`config.mk`:
```
export PLATFORM = sky130hd
export DESIGN_NAME = shreg_mode_sequencer_flat
export DESIGN_NICKNAME = d
export VERILOG_FILES = /design/src/rtl/shreg_mode_sequencer_if.sv /design/src/rtl/shreg_mode_sequencer.sv /design/src/flat_wrapper.sv
export SDC_FILE = /design/constraint.sdc
export NUM_CORES = 1
export LEC_CHECK = 0
export ABC_AREA = 1
export BUFFER_PORTS_ARGS = -buffer_cell sky130_fd_sc_hd__buf_2
export CAP_MARGIN = 10
export CORE_MARGIN = 2
export CORE_UTILIZATION = 40
export DETAILED_ROUTE_END_ITERATION = 16
export PLACE_DENSITY = 0.74
export SLEW_MARGIN = 20
export SYNTH_ARGS = -nofsm -noshare
export SYNTH_HDL_FRONTEND = slang
export SYNTH_SLANG_ARGS = --single-unit
```
`constraint.sdc`:
```
create_clock -name clk -period 4.3 [get_ports clk]
set_input_delay 1.075 -clock clk [delete_from_list [all_inputs] [get_ports clk]]
set_output_delay 1.075 -clock clk [all_outputs]
set_load 0.1 [all_outputs]
```
`src/rtl/shreg_mode_sequencer_if.sv`:
```
// Control bus between shreg_mode_sequencer and a 74194-style shift register.
// The abort input is present only when SHREG_ABORT_EN is defined.
interface shreg_mode_sequencer_if #(
  parameter int CNT_W = 4
);
  logic             start;
  logic [3:0]       seed;
  logic             hold_req;
  logic             QA, QB, QC, QD;
  logic             S1, S0;
  logic             A, B, C, D;
  logic             busy;
  logic             done;
  logic [CNT_W-1:0] period;
  logic             timeout;
`ifdef SHREG_ABORT_EN
  logic             abort;

  modport master (
    output start, seed, hold_req, QA, QB, QC, QD, abort,
    input  S1, S0, A, B, C, D, busy, done, period, timeout
  );
  modport slave (
    input  start, seed, hold_req, QA, QB, QC, QD, abort,
    output S1, S0, A, B, C, D, busy, done, period, timeout
  );
`else
  modport master (
    output start, seed, hold_req, QA, QB, QC, QD,
    input  S1, S0, A, B, C, D, busy, done, period, timeout
  );
  modport slave (
    input  start, seed, hold_req, QA, QB, QC, QD,
    output S1, S0, A, B, C, D, busy, done, period, timeout
  );
`endif
endinterface

```
`src/rtl/shreg_mode_sequencer.sv`:
```
// Loads a seed into a 74194-style register and shifts left until Q returns to the seed,
// reporting the period. Optional SHREG_ABORT_EN adds an abort input.
module shreg_mode_sequencer #(
  parameter int CNT_W     = 4,
  parameter int MAX_SHIFT = 15
) (
  input  logic                  clk,
  input  logic                  CLR,
  shreg_mode_sequencer_if.slave bus
);

  typedef enum logic [1:0] {IDLE, LOAD, SHIFT, DONE} state_t;

  localparam logic [CNT_W-1:0] LIMIT = CNT_W'(MAX_SHIFT);

  state_t           state;
  logic [3:0]       seed_r;
  logic [CNT_W-1:0] shift_cnt;
  logic [CNT_W-1:0] period_r;
  logic             busy_r;
  logic             done_r;
  logic             timeout_r;

  logic             abort_req;
  logic             match;
  logic             at_limit;
  logic [3:0]       q;
  logic [1:0]       sel;
  logic [3:0]       pdata;

`ifdef SHREG_ABORT_EN
  assign abort_req = bus.abort;
`else
  assign abort_req = 1'b0;
`endif

  assign q        = {bus.QA, bus.QB, bus.QC, bus.QD};
  // Count 0 always sees the freshly loaded seed, so it is excluded from matching.
  assign match    = (shift_cnt != '0) && (q == seed_r);
  assign at_limit = (shift_cnt == LIMIT);

  // Mode selects must be valid for the same edge the register samples them.
  always_comb begin
    sel   = 2'b00;
    pdata = 4'b0000;
    case (state)
      LOAD: begin
        pdata = seed_r;
        sel   = abort_req ? 2'b00 : 2'b11;
      end
      SHIFT: begin
        if (abort_req || match || at_limit || bus.hold_req) sel = 2'b00;
        else                                                sel = 2'b10;
      end
      default: sel = 2'b00;
    endcase
  end

  always_ff @(posedge clk or negedge CLR) begin
    if (!CLR) begin
      state     <= IDLE;
      seed_r    <= '0;
      shift_cnt <= '0;
      period_r  <= '0;
      busy_r    <= 1'b0;
      done_r    <= 1'b0;
      timeout_r <= 1'b0;
    end else begin
      done_r <= 1'b0;
      case (state)
        IDLE: begin
          if (bus.start) begin
            seed_r    <= bus.seed;
            period_r  <= '0;
            timeout_r <= 1'b0;
            busy_r    <= 1'b1;
            state     <= LOAD;
          end
        end
        LOAD: begin
          if (abort_req) begin
            period_r  <= '0;
            timeout_r <= 1'b1;
            busy_r    <= 1'b0;
            state     <= IDLE;
          end else begin
            shift_cnt <= '0;
            state     <= SHIFT;
          end
        end
        SHIFT: begin
          if (abort_req) begin
            period_r  <= '0;
            timeout_r <= 1'b1;
            busy_r    <= 1'b0;
            state     <= IDLE;
          end else if (match) begin
            period_r  <= shift_cnt;
            timeout_r <= 1'b0;
            busy_r    <= 1'b0;
            done_r    <= 1'b1;
            state     <= DONE;
          end else if (at_limit) begin
            period_r  <= '0;
            timeout_r <= 1'b1;
            busy_r    <= 1'b0;
            done_r    <= 1'b1;
            state     <= DONE;
          end else if (!bus.hold_req) begin
            shift_cnt <= shift_cnt + CNT_W'(1);
          end
        end
        default: state <= IDLE;
      endcase
    end
  end

  assign bus.S1      = sel[1];
  assign bus.S0      = sel[0];
  assign bus.A       = pdata[3];
  assign bus.B       = pdata[2];
  assign bus.C       = pdata[1];
  assign bus.D       = pdata[0];
  assign bus.busy    = busy_r;
  assign bus.done    = done_r;
  assign bus.period  = period_r;
  assign bus.timeout = timeout_r;

endmodule
```
`src/flat_wrapper.sv`:
```
// flat-port wrapper written by rule: the top's interface ports become plain ports
module shreg_mode_sequencer_flat 
#(
  parameter int CNT_W     = 4,
  parameter int MAX_SHIFT = 15
)
  (clk, CLR, bus_start, bus_seed, bus_hold_req, bus_QA, bus_QB, bus_QC, bus_QD, bus_S1, bus_S0, bus_A, bus_B, bus_C, bus_D, bus_busy, bus_done, bus_period, bus_timeout);
  shreg_mode_sequencer_if #(.CNT_W(CNT_W)) bus_i ();
  input  logic clk;
  input  logic CLR;
  input wire logic [$bits(bus_i.start)-1:0] bus_start;
  input wire logic [$bits(bus_i.seed)-1:0] bus_seed;
  input wire logic [$bits(bus_i.hold_req)-1:0] bus_hold_req;
  input wire logic [$bits(bus_i.QA)-1:0] bus_QA;
  input wire logic [$bits(bus_i.QB)-1:0] bus_QB;
  input wire logic [$bits(bus_i.QC)-1:0] bus_QC;
  input wire logic [$bits(bus_i.QD)-1:0] bus_QD;
  output wire logic [$bits(bus_i.S1)-1:0] bus_S1;
  output wire logic [$bits(bus_i.S0)-1:0] bus_S0;
  output wire logic [$bits(bus_i.A)-1:0] bus_A;
  output wire logic [$bits(bus_i.B)-1:0] bus_B;
  output wire logic [$bits(bus_i.C)-1:0] bus_C;
  output wire logic [$bits(bus_i.D)-1:0] bus_D;
  output wire logic [$bits(bus_i.busy)-1:0] bus_busy;
  output wire logic [$bits(bus_i.done)-1:0] bus_done;
  output wire logic [$bits(bus_i.period)-1:0] bus_period;
  output wire logic [$bits(bus_i.timeout)-1:0] bus_timeout;
  assign bus_i.start = bus_start;
  assign bus_i.seed = bus_seed;
  assign bus_i.hold_req = bus_hold_req;
  assign bus_i.QA = bus_QA;
  assign bus_i.QB = bus_QB;
  assign bus_i.QC = bus_QC;
  assign bus_i.QD = bus_QD;
  assign bus_S1 = bus_i.S1;
  assign bus_S0 = bus_i.S0;
  assign bus_A = bus_i.A;
  assign bus_B = bus_i.B;
  assign bus_C = bus_i.C;
  assign bus_D = bus_i.D;
  assign bus_busy = bus_i.busy;
  assign bus_done = bus_i.done;
  assign bus_period = bus_i.period;
  assign bus_timeout = bus_i.timeout;
  shreg_mode_sequencer #(.CNT_W(CNT_W), .MAX_SHIFT(MAX_SHIFT)) u_core (.clk(clk), .CLR(CLR), .bus(bus_i));
endmodule
```
==> results.ini <==
[status]
status = completed

[power]
p_per_area_nw_per_um2 = 774
ir_drop_uv = 473
p_sw_share_pct = 59.4
total_power_uw = 970
p_int_uw = 393
p_comb_share_pct = 65.7
seqPwrFrac_pct = 25.4
p_sw_uw = 577
p_clk_share_pct = 8.9
power_leakage_nw = 0.748

[placement]
io_buffer_count = 24
gp_congestion = 0.808
place_area_um2 = 1230
place_ws_ps = 986
dp_hpwl_mm = 1.64

[detailed_routing]
post_drt_wl_per_cell_um = 10.6
wl_mm = 2.02
met2WireLength_um = 994
drt_first_pass_iters = 4
top_layer = met4
antenna_left = 0
drt_iter0_markers = 15
vias = 899
wl_met3_um = 62
vias_per_cell = 4.73
drcViolationCount = 0
wl_met1_um = 929

[finish]
diodes = 0
drive_gt1_share_pct = 29.4
final_common_cell = nand2_1
fin_area_um2 = 1250
final_nets = 180
mostFrequentLayoutCells = nand2_1, buf_2, inv_1
area_growth_pct = 17.3
nFillCells = 245

[yosys]
yosys_register_bits = 17
avgSynthCellArea_um2 = 8.09
ys_seq_area_share_pct = 39.8
synthCells = 132
ys_warn_count = 0
syn_area_um2 = 1070
synthesis.nets = 151
synth_cell_types = 23

[clock_network]
cts_setup_buffers = 0
path_clk_slew_ps = 100
clock_latency_ps = 290
holdBufCountCts = 0
root_buffer = clkbuf_4
h-tree-depth = 1
cts_buffers = 3
cts_tree = built
cts.sinks = 17
ctsResizeCount = 0
clockBufferDepth = 2

[min_path]
hold_path_class = reg2reg

[worst_setup_path]
path_class = in2out
cp.required_ps = 3220
start_kind = input pin
cp_max_fo = 5
cp.arrival_ps = 2240
worstSetupEndpointType = output port

[sta]
hold_slack_ps = 479
rsz0062_at_grt = false
period_share_pct = 77.1
setup_violations = 0
finalMaxSlewViolations = 0
fin_crit_ps = 3320
final_hold_viol_count = 0
clock.fmax_mhz = 302
timing.final.ws_setup_ps = 984
tns_ps = 0
finClkSkew_ps = 5.99
slew_headroom_pct = 67.6
timing_worst_slew_pin_value_ps = 490

[global_routing]
grt_antenna_before_repair = 0
grt_max_degree = 18
grt_pass1_wl_mm = 3.57
grt-ovfl-total = 0
grt.total_usage_pct = 14.4
grt_pass1_vias = 854

[floorplanning]
core_um2 = 2500
num_rows = 18
start_util_pct = 42.7
fp.dieH_um = 55.7
ios = 25
dieArea_um2 = 3100
die_width_um = 55.7

[job]
drv_cap = 0

cell families (layout without fill, tap and decap cells):
| family | Yosys count | after routing | share of synthesized area [%] |
|---|---|---|---|
| AND/OR/NAND/NOR | 72 | 72 | 33.7 |
| multiplexers | 2 | 2 | 2.11 |
| AO/OA/AOI/OAI | 11 | 11 | 7.61 |
| adder cells (fa/ha/maj) | 7 | 7 | 8.20 |
| XOR/XNOR | 1 | 1 | 0.820 |
| flip-flops | 17 | 17 | 39.8 |
| buffers and inverters | 22 | 50 | 7.73 |
worst max-delay path, stage by stage:
cell	delay (ps)
buf_2	90
inv_1	60
nand2_1	40
o21ai_0	70
nor2_1	110
nand2_4	130
nand3b_1	80
a21oi_1	130
buf_2	440
per-layer routing:
layer  GRT usage (%)  vias to the layer above
met5               0                        -
met4            5.23                        0
met3            3.26                        5
met2            24.5                       10
met1            17.6                      415
li1                -                      469
path summary, 6_finish.rpt:
check                                                    to  slack [ps]  depth (start not counted)                        start
min                             u_core.bus.busy$_DFFE_PN0P_         480                          2  u_core.bus.busy$_DFFE_PN0P_
min reg2reg                     u_core.bus.busy$_DFFE_PN0P_         480                          2  u_core.bus.busy$_DFFE_PN0P_
max in group asynchronous   u_core.shift_cnt[2]$_DFFE_PN0P_        3350                          1                          CLR
max reg2reg                u_core.bus.period[2]$_DFFE_PN0P_        2620                          7  u_core.state[0]$_DFFE_PN0P_
min in group asynchronous      u_core.seed_r[1]$_DFFE_PN0P_         680                          1                          CLR
max                                                  bus_S1         980                          9                       bus_QA
flip-flops by register name, indices dropped and copies added (netlist names):
| register | count |
|---|---|
| u_core.bus.period | 4 |
| u_core.seed_r | 4 |
| u_core.shift_cnt | 4 |
| u_core.state | 2 |
| u_core.bus.busy | 1 |
| u_core.bus.done | 1 |
| u_core.bus.timeout | 1 |
synth_stat cells (all sizes together):
cell type	instances	area (um^2)
dfrtp	17	425
nor2	11	43.8
ha	7	87.6
xor2	1	8.76
inv	22	82.6
nor3	1	5.00
o21ai	6	45.1
nand3b	2	15.0
nand2	45	211
nand3	11	72.6
a21oi	5	36.3
nand4	2	12.5
mux2	2	22.5
power groups by stage:
stage | Combinational, mW | Clock (mW) | Sequential (mW)
3_5_place_dp | 0.639 | 0 | 0.250
5_1_grt | 0.693 | 0.0975 | 0.254
2_1_floorplan | 0.488 | 0 | 0.304
4_1_cts | 0.642 | 0.0891 | 0.246
6_report | 0.637 | 0.0865 | 0.246
3_3_place_gp | 0.634 | 0 | 0.246
layout make-up:
| type | instances | area [um^2] | area share (%) |
|---|---|---|---|
| inverter | 22 | 82.6 | 6.59 |
| clock buffer | 3 | 22.5 | 1.80 |
| sequential | 17 | 425 | 33.9 |
| tap | 30 | 37.5 | 2.99 |
| clock inverter | 1 | 5.00 | 0.399 |
| timing repair buffer | 24 | 120 | 9.58 |
| multi-input combinational | 93 | 561 | 44.7 |
stage by stage:
stage	util (%)	std cells
4_1_cts	50.2	190
3_5_place_dp	49.0	186
6_report	50.2	190
5_1_grt	50.2	190
2_1_floorplan	-	132
3_3_place_gp	49.0	186
(Power assumes the default switching activity.)
